`config.mk`:
```
export PLATFORM = sky130hd
export DESIGN_NAME = i2c_slave_rw_flat
export DESIGN_NICKNAME = d
export VERILOG_FILES = /design/src/rtl/i2c_pkg.sv /design/src/rtl/i2c_if.sv /design/src/rtl/i2c_cond_detect.sv /design/src/rtl/i2c_slave_rw.sv /design/src/flat_wrapper.sv
export SDC_FILE = /design/constraint.sdc
export NUM_CORES = 1
export LEC_CHECK = 0
export BUFFER_PORTS_ARGS = -buffer_cell sky130_fd_sc_hd__buf_2
export CORE_MARGIN = 4
export CORE_UTILIZATION = 60
export DETAILED_ROUTE_END_ITERATION = 7
export PLACE_DENSITY = 0.83
export SLEW_MARGIN = 5
export SYNTH_ARGS = -nofsm -noshare
export SYNTH_HDL_FRONTEND = slang
export SYNTH_HIERARCHICAL = 1
export SYNTH_SLANG_ARGS = --single-unit
export TNS_END_PERCENT = 5
```
`constraint.sdc`:
```
create_clock -name clk -period 4.3 [get_ports clk]
set_clock_uncertainty 0.05 [all_clocks]
set_input_delay 0.43 -clock clk [delete_from_list [all_inputs] [get_ports clk]]
set_output_delay 0.43 -clock clk [all_outputs]
set_load 0.02 [all_outputs]
```
`src/rtl/i2c_pkg.sv`:
```
// Shared types and helpers for the I2C read/write target.
package i2c_pkg;

    typedef enum logic [2:0] {
        IDLE     = 3'd0,
        ADDR     = 3'd1,
        ADDR_ACK = 3'd2,
        TX_BYTE  = 3'd3,
        TX_ACK   = 3'd4,
        RX_BYTE  = 3'd5,
        RX_ACK   = 3'd6,
        IGNORE   = 3'd7
    } i2c_rw_state_t;

    localparam logic I2C_RW_READ  = 1'b1;
    localparam logic I2C_RW_WRITE = 1'b0;

    // Bit counter never wraps: it sticks at 8 until explicitly cleared.
    function automatic logic [3:0] bit_cnt_inc(input logic [3:0] cnt);
        return (cnt >= 4'd8) ? 4'd8 : cnt + 4'd1;
    endfunction

endpackage

```
`src/rtl/i2c_if.sv`:
```
// Board-level I2C bus: sda is the resolved wired-AND level, sda_oe pulls it low.
interface i2c_if;
    logic scl;
    logic sda;
    logic sda_oe;

    modport slave (input scl, input sda, output sda_oe);
endinterface

```
`src/rtl/i2c_cond_detect.sv`:
```
// SDA/SCL synchronizers plus SCL edge and START/STOP condition detection.
module i2c_cond_detect #(
    parameter int SYNC_STAGES = 2
) (
    input  logic clk,
    input  logic rst_n,
    input  logic scl_in,
    input  logic sda_in,
    output logic sda_s,
    output logic scl_rise,
    output logic scl_fall,
    output logic start_pulse,
    output logic stop_pulse,
    output logic busy
);
    import i2c_pkg::*;

    logic [SYNC_STAGES-1:0] scl_sync_q, scl_sync_d;
    logic [SYNC_STAGES-1:0] sda_sync_q, sda_sync_d;
    logic scl_prev_q, scl_prev_d;
    logic sda_prev_q, sda_prev_d;
    logic busy_q, busy_d;
    logic scl_s;

    assign scl_s = scl_sync_q[SYNC_STAGES-1];
    assign sda_s = sda_sync_q[SYNC_STAGES-1];

    assign scl_rise    = scl_s & ~scl_prev_q;
    assign scl_fall    = ~scl_s & scl_prev_q;
    assign start_pulse = scl_s & scl_prev_q & sda_prev_q & ~sda_s;
    assign stop_pulse  = scl_s & scl_prev_q & ~sda_prev_q & sda_s;
    assign busy        = busy_q;

    always_comb begin
        scl_sync_d = {scl_sync_q[SYNC_STAGES-2:0], scl_in};
        sda_sync_d = {sda_sync_q[SYNC_STAGES-2:0], sda_in};
        scl_prev_d = scl_s;
        sda_prev_d = sda_s;
        busy_d     = busy_q;
        if (start_pulse) begin
            busy_d = 1'b1;
        end else if (stop_pulse) begin
            busy_d = 1'b0;
        end
    end

    // Chains reset to the idle-high bus level so leaving reset creates no false edge.
    always_ff @(posedge clk or negedge rst_n) begin
        if (!rst_n) begin
            scl_sync_q <= '1;
            sda_sync_q <= '1;
            scl_prev_q <= 1'b1;
            sda_prev_q <= 1'b1;
            busy_q     <= 1'b0;
        end else begin
            scl_sync_q <= scl_sync_d;
            sda_sync_q <= sda_sync_d;
            scl_prev_q <= scl_prev_d;
            sda_prev_q <= sda_prev_d;
            busy_q     <= busy_d;
        end
    end

endmodule

```
`src/rtl/i2c_slave_rw.sv`:
```
// I2C target with master-read (from TX FIFO) and master-write (to RX FIFO) bursts.
module i2c_slave_rw #(
    parameter logic [6:0] SLAVE_ADDR   = 7'h42,
    parameter int         SYNC_STAGES  = 2,
    parameter logic [7:0] FILL_BYTE    = 8'hFF,
    parameter bit         NACK_ON_FULL = 1'b1
) (
    input  logic       clk,
    input  logic       rst_n,
    i2c_if.slave       i2c,
    input  logic       tx_valid,
    input  logic [7:0] tx_data,
    output logic       tx_rd_en,
    input  logic       rx_full,
    output logic       rx_wr_en,
    output logic [7:0] rx_data,
    output logic       busy,
    output logic       addr_hit,
    output logic       tx_underrun,
    output logic       rx_overflow
);
    import i2c_pkg::*;

    localparam logic [2:0] S_IDLE     = 3'(IDLE);
    localparam logic [2:0] S_ADDR     = 3'(ADDR);
    localparam logic [2:0] S_ADDR_ACK = 3'(ADDR_ACK);
    localparam logic [2:0] S_TX_BYTE  = 3'(TX_BYTE);
    localparam logic [2:0] S_TX_ACK   = 3'(TX_ACK);
    localparam logic [2:0] S_RX_BYTE  = 3'(RX_BYTE);
    localparam logic [2:0] S_RX_ACK   = 3'(RX_ACK);

    logic       sda_s, scl_rise, scl_fall, start_pulse, stop_pulse;
    logic [2:0] state_q, state_d;
    logic [3:0] bit_cnt_q, bit_cnt_d;
    logic [7:0] shift_q, shift_d;
    logic [7:0] rx_data_q, rx_data_d;
    logic       sda_oe_q, sda_oe_d;
    logic       rw_q, rw_d;
    logic       tx_rd_en_q, tx_rd_en_d;
    logic       rx_wr_en_q, rx_wr_en_d;
    logic       addr_hit_q, addr_hit_d;
    logic       tx_underrun_q, tx_underrun_d;
    logic       rx_overflow_q, rx_overflow_d;
    logic       tx_load;
    logic [7:0] tx_byte;

    i2c_cond_detect #(.SYNC_STAGES(SYNC_STAGES)) u_cond (
        .clk         (clk),
        .rst_n       (rst_n),
        .scl_in      (i2c.scl),
        .sda_in      (i2c.sda),
        .sda_s       (sda_s),
        .scl_rise    (scl_rise),
        .scl_fall    (scl_fall),
        .start_pulse (start_pulse),
        .stop_pulse  (stop_pulse),
        .busy        (busy)
    );

    assign i2c.sda_oe  = sda_oe_q;
    assign tx_rd_en    = tx_rd_en_q;
    assign rx_wr_en    = rx_wr_en_q;
    assign rx_data     = rx_data_q;
    assign addr_hit    = addr_hit_q;
    assign tx_underrun = tx_underrun_q;
    assign rx_overflow = rx_overflow_q;
    assign tx_byte     = tx_valid ? tx_data : FILL_BYTE;

    // In the ACK states bit_cnt is reused as a phase marker (0 = first falling edge).
    always_comb begin
        state_d       = state_q;
        bit_cnt_d     = bit_cnt_q;
        shift_d       = shift_q;
        rx_data_d     = rx_data_q;
        sda_oe_d      = sda_oe_q;
        rw_d          = rw_q;
        tx_rd_en_d    = 1'b0;
        rx_wr_en_d    = 1'b0;
        addr_hit_d    = 1'b0;
        tx_underrun_d = 1'b0;
        rx_overflow_d = 1'b0;
        tx_load       = 1'b0;
        if (start_pulse) begin
            state_d   = S_ADDR;
            bit_cnt_d = 4'd0;
            sda_oe_d  = 1'b0;
        end else if (stop_pulse) begin
            state_d  = S_IDLE;
            sda_oe_d = 1'b0;
        end else begin
            case (state_q)
                S_ADDR: if (scl_rise) begin
                    shift_d   = {shift_q[6:0], sda_s};
                    bit_cnt_d = bit_cnt_inc(bit_cnt_q);
                    if (bit_cnt_q == 4'd7) begin
                        bit_cnt_d = 4'd0;
                        if (shift_q[6:0] == SLAVE_ADDR) begin
                            addr_hit_d = 1'b1;
                            rw_d       = sda_s;
                            state_d    = S_ADDR_ACK;
                        end else begin
                            state_d = IGNORE;
                        end
                    end
                end
                S_ADDR_ACK: if (scl_fall) begin
                    if (bit_cnt_q == 4'd0) begin
                        sda_oe_d  = 1'b1;
                        bit_cnt_d = 4'd1;
                    end else if (rw_q == I2C_RW_READ) begin
                        tx_load = 1'b1;
                    end else begin
                        sda_oe_d  = 1'b0;
                        bit_cnt_d = 4'd0;
                        state_d   = S_RX_BYTE;
                    end
                end
                S_TX_BYTE: if (scl_fall) begin
                    if (bit_cnt_q == 4'd8) begin
                        sda_oe_d  = 1'b0;
                        bit_cnt_d = 4'd0;
                        state_d   = S_TX_ACK;
                    end else begin
                        shift_d   = {shift_q[6:0], 1'b0};
                        sda_oe_d  = ~shift_q[6];
                        bit_cnt_d = bit_cnt_inc(bit_cnt_q);
                    end
                end
                S_TX_ACK: begin
                    if (scl_rise) begin
                        if (sda_s) begin
                            state_d = IGNORE;
                        end else begin
                            bit_cnt_d = 4'd1;
                        end
                    end else if (scl_fall && bit_cnt_q == 4'd1) begin
                        tx_load = 1'b1;
                    end
                end
                S_RX_BYTE: if (scl_rise) begin
                    shift_d   = {shift_q[6:0], sda_s};
                    bit_cnt_d = bit_cnt_inc(bit_cnt_q);
                    if (bit_cnt_q == 4'd7) begin
                        bit_cnt_d = 4'd0;
                        state_d   = S_RX_ACK;
                    end
                end
                S_RX_ACK: if (scl_fall) begin
                    if (bit_cnt_q == 4'd0) begin
                        bit_cnt_d = 4'd1;
                        if (!rx_full) begin
                            rx_wr_en_d = 1'b1;
                            rx_data_d  = shift_q;
                            sda_oe_d   = 1'b1;
                        end else begin
                            rx_overflow_d = 1'b1;
                            sda_oe_d      = ~NACK_ON_FULL;
                        end
                    end else begin
                        sda_oe_d  = 1'b0;
                        bit_cnt_d = 4'd0;
                        state_d   = S_RX_BYTE;
                    end
                end
                default: sda_oe_d = 1'b0;
            endcase
            // Byte start: the MSB goes out on the same falling edge that ends the ACK.
            if (tx_load) begin
                shift_d       = tx_byte;
                sda_oe_d      = ~tx_byte[7];
                bit_cnt_d     = 4'd1;
                tx_rd_en_d    = tx_valid;
                tx_underrun_d = ~tx_valid;
                state_d       = S_TX_BYTE;
            end
        end
    end

    always_ff @(posedge clk or negedge rst_n) begin
        if (!rst_n) begin
            state_q       <= S_IDLE;
            bit_cnt_q     <= 4'd0;
            shift_q       <= 8'd0;
            rx_data_q     <= 8'd0;
            sda_oe_q      <= 1'b0;
            rw_q          <= I2C_RW_WRITE;
            tx_rd_en_q    <= 1'b0;
            rx_wr_en_q    <= 1'b0;
            addr_hit_q    <= 1'b0;
            tx_underrun_q <= 1'b0;
            rx_overflow_q <= 1'b0;
        end else begin
            state_q       <= state_d;
            bit_cnt_q     <= bit_cnt_d;
            shift_q       <= shift_d;
            rx_data_q     <= rx_data_d;
            sda_oe_q      <= sda_oe_d;
            rw_q          <= rw_d;
            tx_rd_en_q    <= tx_rd_en_d;
            rx_wr_en_q    <= rx_wr_en_d;
            addr_hit_q    <= addr_hit_d;
            tx_underrun_q <= tx_underrun_d;
            rx_overflow_q <= rx_overflow_d;
        end
    end

endmodule

```
`src/flat_wrapper.sv`:
```
// flat-port wrapper written by rule: the top's interface ports become plain ports
module i2c_slave_rw_flat import i2c_pkg::*;
#(
    parameter logic [6:0] SLAVE_ADDR   = 7'h42,
    parameter int         SYNC_STAGES  = 2,
    parameter logic [7:0] FILL_BYTE    = 8'hFF,
    parameter bit         NACK_ON_FULL = 1'b1
)
  (clk, rst_n, tx_valid, tx_data, tx_rd_en, rx_full, rx_wr_en, rx_data, busy, addr_hit, tx_underrun, rx_overflow, i2c_scl, i2c_sda, i2c_sda_oe);
  i2c_if i2c_i ();
  input  logic clk;
  input  logic rst_n;
  input  logic tx_valid;
  input  logic [7:0] tx_data;
  output logic tx_rd_en;
  input  logic rx_full;
  output logic rx_wr_en;
  output logic [7:0] rx_data;
  output logic busy;
  output logic addr_hit;
  output logic tx_underrun;
  output logic rx_overflow;
  input wire logic [$bits(i2c_i.scl)-1:0] i2c_scl;
  input wire logic [$bits(i2c_i.sda)-1:0] i2c_sda;
  output wire logic [$bits(i2c_i.sda_oe)-1:0] i2c_sda_oe;
  assign i2c_i.scl = i2c_scl;
  assign i2c_i.sda = i2c_sda;
  assign i2c_sda_oe = i2c_i.sda_oe;
  i2c_slave_rw #(.SLAVE_ADDR(SLAVE_ADDR), .SYNC_STAGES(SYNC_STAGES), .FILL_BYTE(FILL_BYTE), .NACK_ON_FULL(NACK_ON_FULL)) u_core (.clk(clk), .rst_n(rst_n), .i2c(i2c_i), .tx_valid(tx_valid), .tx_data(tx_data), .tx_rd_en(tx_rd_en), .rx_full(rx_full), .rx_wr_en(rx_wr_en), .rx_data(rx_data), .busy(busy), .addr_hit(addr_hit), .tx_underrun(tx_underrun), .rx_overflow(rx_overflow));
endmodule
```
==> reports/qor.yml <==
die-area_um2: 4500
synth_edf_count: 0
initial_core_util_pct: 62.3
ant_nets: 0
synthFlopType: "dfrtp_1"
yosys_warnings: 6
grt_max_degree: 38
powerDensity_nw_per_um2: 608
pwr-share-clk_pct: 15.3
mostFrequentLayoutCell: "dfrtp_1"
wl_per_cell_um: 16.6
hold_path.class: "in2async"
cp_num_buf_inv: 1
drtPass1Iterations: 4
worstPathArrival_ns: 2.72
status: "complete, no violations"
p_seq_share_pct: 41.7
routabilityCongestion: 0.960
worst_setup_path_end_kind: "flop"
routed_via_density: 6.25
syn_to_final_growth_pct: 10.3
syn_area_um2: 2100
p_comb_share_pct: 43.0
intPower_uw: 803
worst_setup_path_start_kind: "flop"
cts_max_level: 2
antenna_found_initial: 0
slew_violations: 0
finalHoldViolations: 0
slowest_stage: "nor4_4"
layout_common_cells: "dfrtp_1, buf_2, nor2_1"
nets: 252
drive_gt1_share_pct: 25.8
leakage_uw: 0.00101
cpPeakStageDelay_ns: 0.54
clock_latency_ns: 0.34
path_clk_slew_ns: 0.11
drt_iter0_drc: 221
grt-ovfl-total: 0
switching_power_uw: 603
seqCellArea_um2: 933
finalSetupViolations: 0
p_sw_share_pct: 42.9
synth_cell_types: 63
place_hpwl_um: 3340
synth_seq_cells: 37
path_cells: "inv_1 -> ha_1 -> nor3b_1 -> nand2_1 -> nor4_4 -> mux2_2"
multi_input_area_um2: 1070
port_buffers: 28
slew-limit-headroom_pct: 47.2
rsz0062_at_grt: "no"
pin_count: 29
async_flop_share_pct: 100
cts_tree: "done"
seq_area_frac_synth_pct: 44.5
grt_pass1_wl_um: 7890
post_cts_buffers: 0
use_met3_pct: 5.23
ctsHoldBuffers: 0
cts-resized-gates: 0
filler_cell_count: 297
post-route-min-period_ns: 2.54
wl_um: 4690
grt_use_total_pct: 23.5
worst_slew_pin_slew_ns: 0.792
avgSynthCellArea_um2: 10.0
rows: 21
dieWidth_um: 67.1
synth_cells: 209
fin_crit_sh_pct: 59.1
cts.sinks: 37
drv_cap: 0
critPathMaxFanout: 8
use_met2_pct: 35.5
worst-setup-path-type: "reg2reg"
clockBufferDepth: 2
drc: 0
vias: 1763
cpLargestDelayFamily: "simple AND/OR/NAND/NOR gates"
grt_pass1_vias: 1639
irDropWorstVdd_mv: 0.336
grtUsageMet1_pct: 33.5
syn_nets: 226
busiest_layer: "met2"
cts_made_buffers: 5
fmax_mhz: 394
final_util_pct: 68.8
fin_tns_setup_ns: 0
cp.required_ns: 4.48
antenna_cells: 0
ctsRootBufferMaster: "clkbuf_4"
core-area_um2: 3360
fp.dieH_um: 67.1
[power groups by stage]
stage / registers [µW] / logic, µW / clock network [µW]
5_1_grt: 605 / 671 / 237
3_5_place_dp: 589 / 593 / 0
6_report: 586 / 604 / 216
3_3_place_gp: 584 / 585 / 0
4_1_cts: 583 / 598 / 219
2_1_floorplan: 547 / 487 / 0
[metrics by stage]
stage	worst slack, ns	hold slack, ns	cells	instance area [µm²]	total power [µW]
after floorplan	2.14	0.0844	209	2100	1030
after detailed placement	1.80	0.299	274	2240	1180
after global placement	1.81	0.296	274	2240	1170
after global routing	1.60	0.0981	282	2310	1510
final	1.76	0.115	282	2310	1410
after CTS	1.77	0.114	282	2310	1400
[registers in the layout, indices dropped and copies added (netlist names), 2 cells and up]
name,flops
u_core/u_cond/sda_sync_q,2
u_core/shift_q,8
u_core/u_cond/scl_sync_q,2
u_core/state_q,3
u_core/bit_cnt_q,4
u_core/rx_data,8
[layout make-up]
type | instances | share of cell area [%]
multi-input combinational | 152 | 46.1
sequential | 37 | 40.4
timing repair buffer | 28 | 6.06
clock buffer | 7 | 2.81
tap | 46 | 2.49
inverter | 11 | 1.79
clock inverter | 1 | 0.379
[worst register-to-register path, delay by kind of cell, from the launching register on]
| family | cells | cell delay, ns |
|---|---|---|
| and+or+nand+nor | 3 | 1.23 |
| buffers and inverters | 1 | 0.10 |
| DFF | 1 | 0.46 |
| adders and majority gates | 1 | 0.19 |
| muxes | 1 | 0.41 |
[cells by family after synthesis]
kind of cell	share of synthesized area [%]
DFF	44.5
and+or+nand+nor	25.1
muxes	5.31
adders and majority gates	1.79
buffers and inverters	4.60
AOI/OAI and AO/OA	18.6
[synthesized netlist by cell type (4+ instances only)]
master	n	area share, %
mux2_2	9	4.8
a21oi_1	6	1.4
nor2b_1	6	1.8
a211oi_1	4	1.4
o21ai_0	4	0.96
dfrtp_1	31	37
inv_1	11	2.0
o22ai_1	7	2.1
nand2b_1	10	3.0
nor3_1	10	2.4
nand2_1	10	1.8
dfstp_2	6	7.5
nor2_1	23	4.1
[final timing paths]
path,slack (ns),from,end,cells past startpoint
setup / recovery,1.76,u_core/bit_cnt_q[0],u_core/rx_data[7],6
hold / removal,0.12,rst_n,u_core/bit_cnt_q[3],1
setup reg to reg,1.76,u_core/bit_cnt_q[0],u_core/rx_data[7],6
hold reg to reg,0.31,u_core/u_cond/sda_sync_q[0],u_core/u_cond/sda_sync_q[1],0
max in group asynchronous,3.58,rst_n,u_core/rw_q,1
min in group clk,0.13,i2c_sda,u_core/u_cond/sda_sync_q[0],1
[layer usage]
layer  part of all wire [%]  wire (µm)  vias to the layer above
li1                       -          -                      829
met1                     44       2080                      850
met2                     47       2230                       78
met3                    7.1        332                        6
met4                    1.0         47                        0
met5                      0          0                        -
Note: power is estimated with default switching activity, not from simulation.
